### config.mk
export PLATFORM = sky130hd
export DESIGN_NAME = oc_frame_accumulator
export DESIGN_NICKNAME = d
export VERILOG_FILES = /design/src/rtl/oc_pkg.sv /design/src/rtl/oc_sat_add.sv /design/src/rtl/oc_frame_accumulator.sv
export SDC_FILE = /design/constraint.sdc
export NUM_CORES = 1
export LEC_CHECK = 0
export CAP_MARGIN = 20
export CORE_ASPECT_RATIO = 0.5
export CORE_MARGIN = 5
export CORE_UTILIZATION = 30
export CTS_CLUSTER_DIAMETER = 60
export CTS_CLUSTER_SIZE = 28
export DETAILED_ROUTE_END_ITERATION = 7
export GPL_ROUTABILITY_DRIVEN = 1
export MAX_ROUTING_LAYER = met4
export SYNTH_ARGS = -nofsm -noshare
export SYNTH_HDL_FRONTEND = slang
export SYNTH_SLANG_ARGS = --single-unit
### constraint.sdc
create_clock -name clk -period 2 [get_ports clk]
set_clock_uncertainty 0.2 [all_clocks]
set_input_delay 0.4 -clock clk [delete_from_list [all_inputs] [get_ports clk]]
set_output_delay 0.4 -clock clk [all_outputs]
set_load 0.01 [all_outputs]
### src/rtl/oc_pkg.sv
// Shared definitions for the ones-counter frame accumulator.
//   oc_acc_state_t : accumulator FSM encoding (IDLE, ACC, HOLD)
//   OC_CNT_MAX     : largest value the 2-bit ones-count can take
//   oc_sum_w()     : sum width needed to hold 3*frame_len without saturating
package oc_pkg;

  typedef enum logic [1:0] {
    IDLE = 2'd0,
    ACC  = 2'd1,
    HOLD = 2'd2
  } oc_acc_state_t;

  localparam logic [1:0] OC_CNT_MAX = 2'd3;

  function automatic int oc_sum_w(input int frame_len);
    return $clog2(3 * frame_len + 1);
  endfunction

endpackage

### src/rtl/oc_sat_add.sv
// Saturating unsigned adder: sum = min(a + inc, 2^W-1).
// Ports:
//   a   in  W  accumulator value
//   inc in  2  increment (a ones-count, 0..3)
//   sum out W  saturated result
// W must be at least 2.
module oc_sat_add #(
  parameter int W = 5
) (
  input  logic [W-1:0] a,
  input  logic [1:0]   inc,
  output logic [W-1:0] sum
);

  logic [W:0] wide;

  // One extra bit catches the carry; any carry means the true sum no longer fits.
  assign wide = {1'b0, a} + {{(W - 1){1'b0}}, inc};
  assign sum  = wide[W] ? {W{1'b1}} : wide[W-1:0];

endmodule

### src/rtl/oc_frame_accumulator.sv
// Frame accumulator for the 3-input ones-counter stream.
// Collects FRAME_LEN accepted 2-bit counts {y1,y0} and presents the frame sum
// (saturating), the maximum count and the number of count==3 samples on a
// valid/ready result port.
// Ports:
//   clk, rst              clock, synchronous active-high reset
//   start                 one-cycle pulse: begin (or restart) a frame
//   in_valid, y1, y0      sample stream; in_ready high only while accumulating
//   out_valid, out_ready  result handshake
//   sum_out, max_out, ones3_out   frame results, held until the next start
//   hist0_out..hist3_out  per-count histogram (zero unless OC_ACC_HIST_EN)
//   fsm_state             current FSM state, for observation only
// Configuration macro: OC_ACC_HIST_EN enables the histogram counters.
//
// Handshakes: a sample transfers on a cycle where in_valid && in_ready and no
// start is present; a result transfers on a cycle where out_valid && out_ready.
// out_valid, once high, stays high with stable data until that transfer.
module oc_frame_accumulator
  import oc_pkg::*;
#(
  parameter int FRAME_LEN = 8,
  parameter int SUM_W     = 5,
  parameter int CNT_W     = 4
) (
  input  logic             clk,
  input  logic             rst,
  input  logic             start,
  input  logic             in_valid,
  input  logic             y1,
  input  logic             y0,
  output logic             in_ready,
  output logic             out_valid,
  input  logic             out_ready,
  output logic [SUM_W-1:0] sum_out,
  output logic [1:0]       max_out,
  output logic [CNT_W-1:0] ones3_out,
  output logic [CNT_W-1:0] hist0_out,
  output logic [CNT_W-1:0] hist1_out,
  output logic [CNT_W-1:0] hist2_out,
  output logic [CNT_W-1:0] hist3_out,
  output logic [1:0]       fsm_state
);

  oc_acc_state_t    state_q, state_d;
  logic             clear;
  logic             accept;
  logic             last;
  logic [1:0]       sample;
  logic [SUM_W-1:0] sum_q, sum_next;
  logic [1:0]       max_q;
  logic [CNT_W-1:0] ones3_q;
  logic [CNT_W-1:0] cnt_q;

  assign sample = {y1, y0};
  assign last   = (cnt_q == CNT_W'(FRAME_LEN - 1));

  // ---------------- FSM ----------------
  always_ff @(posedge clk) begin
    if (rst) state_q <= IDLE;
    else     state_q <= state_d;
  end

  always_comb begin
    state_d = state_q;
    clear   = 1'b0;
    accept  = 1'b0;
    case (state_q)
      IDLE: begin
        if (start) begin
          state_d = ACC;
          clear   = 1'b1;
        end
      end
      ACC: begin
        // A restart wins over a coincident sample: the sample is dropped.
        if (start) begin
          clear = 1'b1;
        end else if (in_valid) begin
          accept = 1'b1;
          if (last) state_d = HOLD;
        end
      end
      HOLD: begin
        // start is deliberately ignored here, even on the accept cycle.
        if (out_ready) state_d = IDLE;
      end
      default: state_d = IDLE;
    endcase
  end

  assign in_ready  = (state_q == ACC);
  assign out_valid = (state_q == HOLD);
  assign fsm_state = state_q;

  // ---------------- datapath ----------------
  oc_sat_add #(.W(SUM_W)) u_sum_add (
    .a   (sum_q),
    .inc (sample),
    .sum (sum_next)
  );

  always_ff @(posedge clk) begin
    if (rst || clear) begin
      sum_q   <= '0;
      max_q   <= '0;
      ones3_q <= '0;
      cnt_q   <= '0;
    end else if (accept) begin
      sum_q   <= sum_next;
      cnt_q   <= cnt_q + 1'b1;
      if (sample > max_q)        max_q   <= sample;
      if (sample == OC_CNT_MAX)  ones3_q <= ones3_q + 1'b1;
    end
  end

  assign sum_out   = sum_q;
  assign max_out   = max_q;
  assign ones3_out = ones3_q;

`ifdef OC_ACC_HIST_EN
  logic [CNT_W-1:0] hist_q [4];

  always_ff @(posedge clk) begin
    if (rst || clear) begin
      for (int i = 0; i < 4; i++) hist_q[i] <= '0;
    end else if (accept) begin
      hist_q[sample] <= hist_q[sample] + 1'b1;
    end
  end

  assign hist0_out = hist_q[0];
  assign hist1_out = hist_q[1];
  assign hist2_out = hist_q[2];
  assign hist3_out = hist_q[3];
`else
  assign hist0_out = '0;
  assign hist1_out = '0;
  assign hist2_out = '0;
  assign hist3_out = '0;
`endif

endmodule

After elaboration in Yosys (flattened, before gate mapping):

Index checks and enable logic that the tools add are counted.

* register bits after elaboration: 17
* output and inout port bits: 31

* equality and inequality tests: 9
* reductions and logical operators: 6
* magnitude comparators: 1
* mux-type cells: 12
* $add $sub $neg: 3

Operators by type and width (count)
* 2-bit two-way mux: 5
* 4-bit by 1-bit adder with 4-bit output (second input constant): 2
* 5-bit by 2-bit adder with 6-bit output: 1
* 2-bit != test (second input constant): 3
* 2-bit case mux with 3 select lines: 1
* 1-bit two-way mux: 5
* 5-bit two-way mux: 1
* 5-bit AND reduction: 1
* 2-bit equality test (second input constant): 2
* 4-bit by 3-bit equality test with 1-bit output (second input constant): 1
* 2-bit by 1-bit != test with 1-bit output (second input constant): 2
* 2-bit AND reduction: 2
* 2-bit by 1-bit equality test with 1-bit output (second input constant): 1
* 2-bit > comparator: 1
* 2-bit logical NOT: 1
* 2-bit OR reduction: 1
* 1-bit logical OR: 1

Logic depth before layout (Yosys ltp):

* depth in word-level cells: 5
* depth in mapped cells: 5

Cells and area by module:

Synthesis repeated with hierarchy kept, for this count alone.

* cells, all modules: 126
* area total of the unflattened synthesis: 1064.8 um^2

Modules (own cells, without submodules)
* oc_frame_accumulator: cells an instance 110, times used 1, area each 925.9 um^2
* oc_sat_add: cells an instance 16, times used 1, area each 138.9 um^2

Least setup slack after synthesis:

OpenSTA, ideal clock, no wires.

* path kind: input-to-reg
* start: in y0
* end: reg sum_q[4], in the netlist sum_out[4]
* stages on the path: 5
* path slack: 0.345 ns
* arrival: 1.369 ns
* required time: 1.714 ns
* buffers on the path: 0
* setup time: 0.086 ns
* path through: ha_1 fa_1 nand3_1 nor3_1 a211oi_1

* longest elaborated chain between the ends: 2

Ends and longest elaborated chain
* from (decl): RTL line oc_frame_accumulator.sv:30 `input logic y0,`
* 5-bit by 2-bit adder with 6-bit output: RTL line oc_sat_add.sv:18 `assign wide = {1'b0, a} + {{(W - 1){1'b0}}, inc};`
* 5-bit two-way mux: RTL line oc_sat_add.sv:19 `assign sum = wide[W] ? {W{1'b1}} : wide[W-1:0];`
* to (signal assigned): RTL line oc_frame_accumulator.sv:109 `sum_q <= sum_next;`
* to (decl): RTL line oc_frame_accumulator.sv:49 `logic [SUM_W-1:0] sum_q, sum_next;`

Every way passes these cells.
A chain may end at the register's enable or synchronous reset.

Worst setup path in the final report:

* start: reg state_q[0], in the netlist fsm_state[0]
* end: out out_valid

* longest elaborated chain between the ends: 1

Ends and longest elaborated chain
* from (decl): RTL line oc_frame_accumulator.sv:44 `oc_acc_state_t state_q, state_d;`
* from (signal assigned): RTL line oc_frame_accumulator.sv:60 `else state_q <= state_d;`
* 2-bit equality test: RTL line oc_frame_accumulator.sv:92 `assign out_valid = (state_q == HOLD);`
* to (decl): RTL line oc_frame_accumulator.sv:32 `output logic out_valid,`

Every way passes these cells.

==> out/metrics.cfg <==
[run_status]
outcome = completed

[drt]
drc = 0
met2WireLength_mm = 1.116
ant_nets = 0
topRoutingLayerUsed = met4
dr.first_iter.drc_count = 11
dr_total_vias = 959
dr.pass1.iters = 4
wl_met1_mm = 1.046
drt_wl_total_mm = 2.330
routed-wl-met3_um = 144
viasPerCell = 4.771
routedWlPerCell_um = 11.59

[synthesis]
synth_cell_types = 36
synth_top_cell_by_area = dfxtp_1
yosys_warnings = 0
ys_seq_area_share_pct = 32.73
synth-edff-count = 0
synth_top_area_share_pct = 32.73
ys_top_cells_by_count = 17 x dfxtp_1, 16 x buf_4, 10 x a21oi_1
netlist_top_cells_area = dfxtp_1 33%, buf_4 12%, ha_1 7.2%, a21oi_1 4.8%, nand3b_1 2.9%
synth.avg_cell_area_um2 = 8.811
ys_async_sr_fraction_pct = 0
syn_inst = 118
netlist_area_um2 = 1040
synth-seq-cells = 17
yosysMostFrequentCell = dfxtp_1
synth_flop_cell = dfxtp_1

[clock_tree]
tritoncts = yes
cts_num_sinks = 17
cts_buffers = 3
insertion_delay_ps = 250
cts_root_buffer = clkbuf_8
clock_path_buffers = 2
htreeDepth = 1
clkTransAtPathRegs_ps = 70
cts_setup_buffers = 0

[setup_path]
startpoint_type = flop
crit_type = flop to output port
endpoint_kind = output port
worstPathMaxFanout = 6
r2r-end = max_out[1]
critical_path_required_ps = 1400
ff2ff_path_depth = 6
rr_startpoint = max_out[1]
r2r_setup_slack_ps = 310
crit_arrival_ps = 1340

[floorplanning]
die_area_um2 = 4815
io_pins = 38
start_util_pct = 30.78
die_h_um = 51.63
die_w_um = 93.26
core_um2 = 3378
rows = 15

[run]
max_cap_viol_count = 0

[final_layout]
area_growth_pct = 37.18
drive_gt1_share_pct = 17.61
n_antenna_cell = 0
fin_nets = 174
final_cell_count_no_fill = 201
postLayoutCellArea_um2 = 1426
final_util_pct = 42.22

[power_and_ir_drop]
vdd_ir_drop_max_mv = 0.2274
swShare_pct = 25.66
comb_power_share_pct = 15.8
clockPowerShare_pct = 36.2
p_switching_uw = 186.3
internal_power_uw = 539.7
power_density_nw_per_um2 = 509.0
p_seq_share_pct = 48.0
leakagePower_uw = 0.0005551

[sta]
rsz0062_at_grt = no
clock.fmax_mhz = 515.8
fin_crit_ps = 1939
min_period_over_period_pct = 96.93
setup-violations-final = 0
worst_slack_ps = 61.40
hold_viol = 0
maxSlewViolCount = 0
tns_ps = 0

[grt]
grt_usage_pct = 10.57
grt_pass1_vias = 922
grt_pass1_wl_mm = 3.995
antenna_found_initial = 0
grt_start_max_net_pins = 12
grt_overflow = 0

[hold_path]
hold_end = ones3_out[3]
hp-class = flop to flop
min_from = ones3_out[3]
hold_depth = 2

[place]
dp.final_hpwl_mm = 1.886
place_congestion = 0.7639
placed_area_um2 = 1376
dpl_worst_slack_ps = -290.5
place_inst = 197
port_buffers = 21

## per-layer routing
metal	track usage, %	vias up
met5	-	-
met4	2.920	0
met3	2.168	2
met2	19.29	30
met1	11.94	448
li1	-	479
## cell families after synthesis
group	count (synthesis)	synth area share [%]
other	1	0.3607
xor gates and xnor gates	1	0.8425
buffers and inverters	24	14.56
DFF	17	32.73
adders and majority gates	7	9.145
AOI/OAI and AO/OA	25	15.28
muxes	2	1.925
and+or+nand+nor	41	25.15
## timing repair
item	CTS	global route
resized for setup	2	1
hold buffers	0	0
endpoints found under the setup margin	3	3
## layout by cell type, fill, tap and decap left out, types with 2 or more instances in the layout
cell	instances
dfxtp_1	15
inv_1	5
clkdlybuf4s50_1	20
a211oi_1	3
o31ai_1	2
mux2i_1	2
nand3_1	3
buf_4	20
a21oi_1	10
nor3_1	5
o21ai_0	4
ha_1	6
or3_1	3
nand2_1	4
nor2_1	6
nand2b_1	3
nor2b_1	3
conb_1	16
nand3b_1	4
nand4_1	3
clkbuf_8	3
dfxtp_2	2
or4_1	2
## final cells by class
cell class / count / area, um^2
fill: 351 / 1952
multi-input combinational: 92 / 604.3
timing repair buffer: 41 / 359.1
sequential: 17 / 342.8
tap: 42 / 52.55
clock buffer: 3 / 41.29
inverter: 5 / 18.77
clock inverter: 1 / 7.507
## worst max-delay path, cell delays in order (launching register included)
cell	delay [ps]
dfxtp_2	350
and2b_1	190
clkdlybuf4s50_1	540
## metrics by stage
stage / hold WS [ps] / total power (uW)
after floorplan: 253.3 / 430.2
after global placement: 267.0 / 468.3
after detailed placement: 279.8 / 470.2
after CTS: 289.4 / 738.3
after global routing: 311.5 / 770.4
final: 280.4 / 726.0
## registers in the layout, summed over array words and instances (netlist names)
register,count
cnt_q,4
max_out,2
fsm_state,2
ones3_out,4
sum_out,5
## how the worst max path moves through the flow
| stage | startpoint | endpoint | slack (ps) |
|---|---|---|---|
| final | fsm_state[0] | out_valid | 60 |
| after global routing | fsm_state[0] | in_ready | 10 |
| after CTS | fsm_state[0] | out_valid | 20 |
| after detailed placement | y0 | max_out[1] | -290 |
| after global placement | y0 | sum_out[4] | -200 |
| after floorplan | y0 | sum_out[4] | 350 |
## power by group through the flow
stage	Combinational (uW)	Clock, uW	Sequential [uW]
floorplan	72.7	0	358
global placement	113	0	355
detailed placement	115	0	355
CTS	115	276	348
global route	126	295	349
finish	115	263	348
Note: power is estimated with default switching activity, not from simulation.
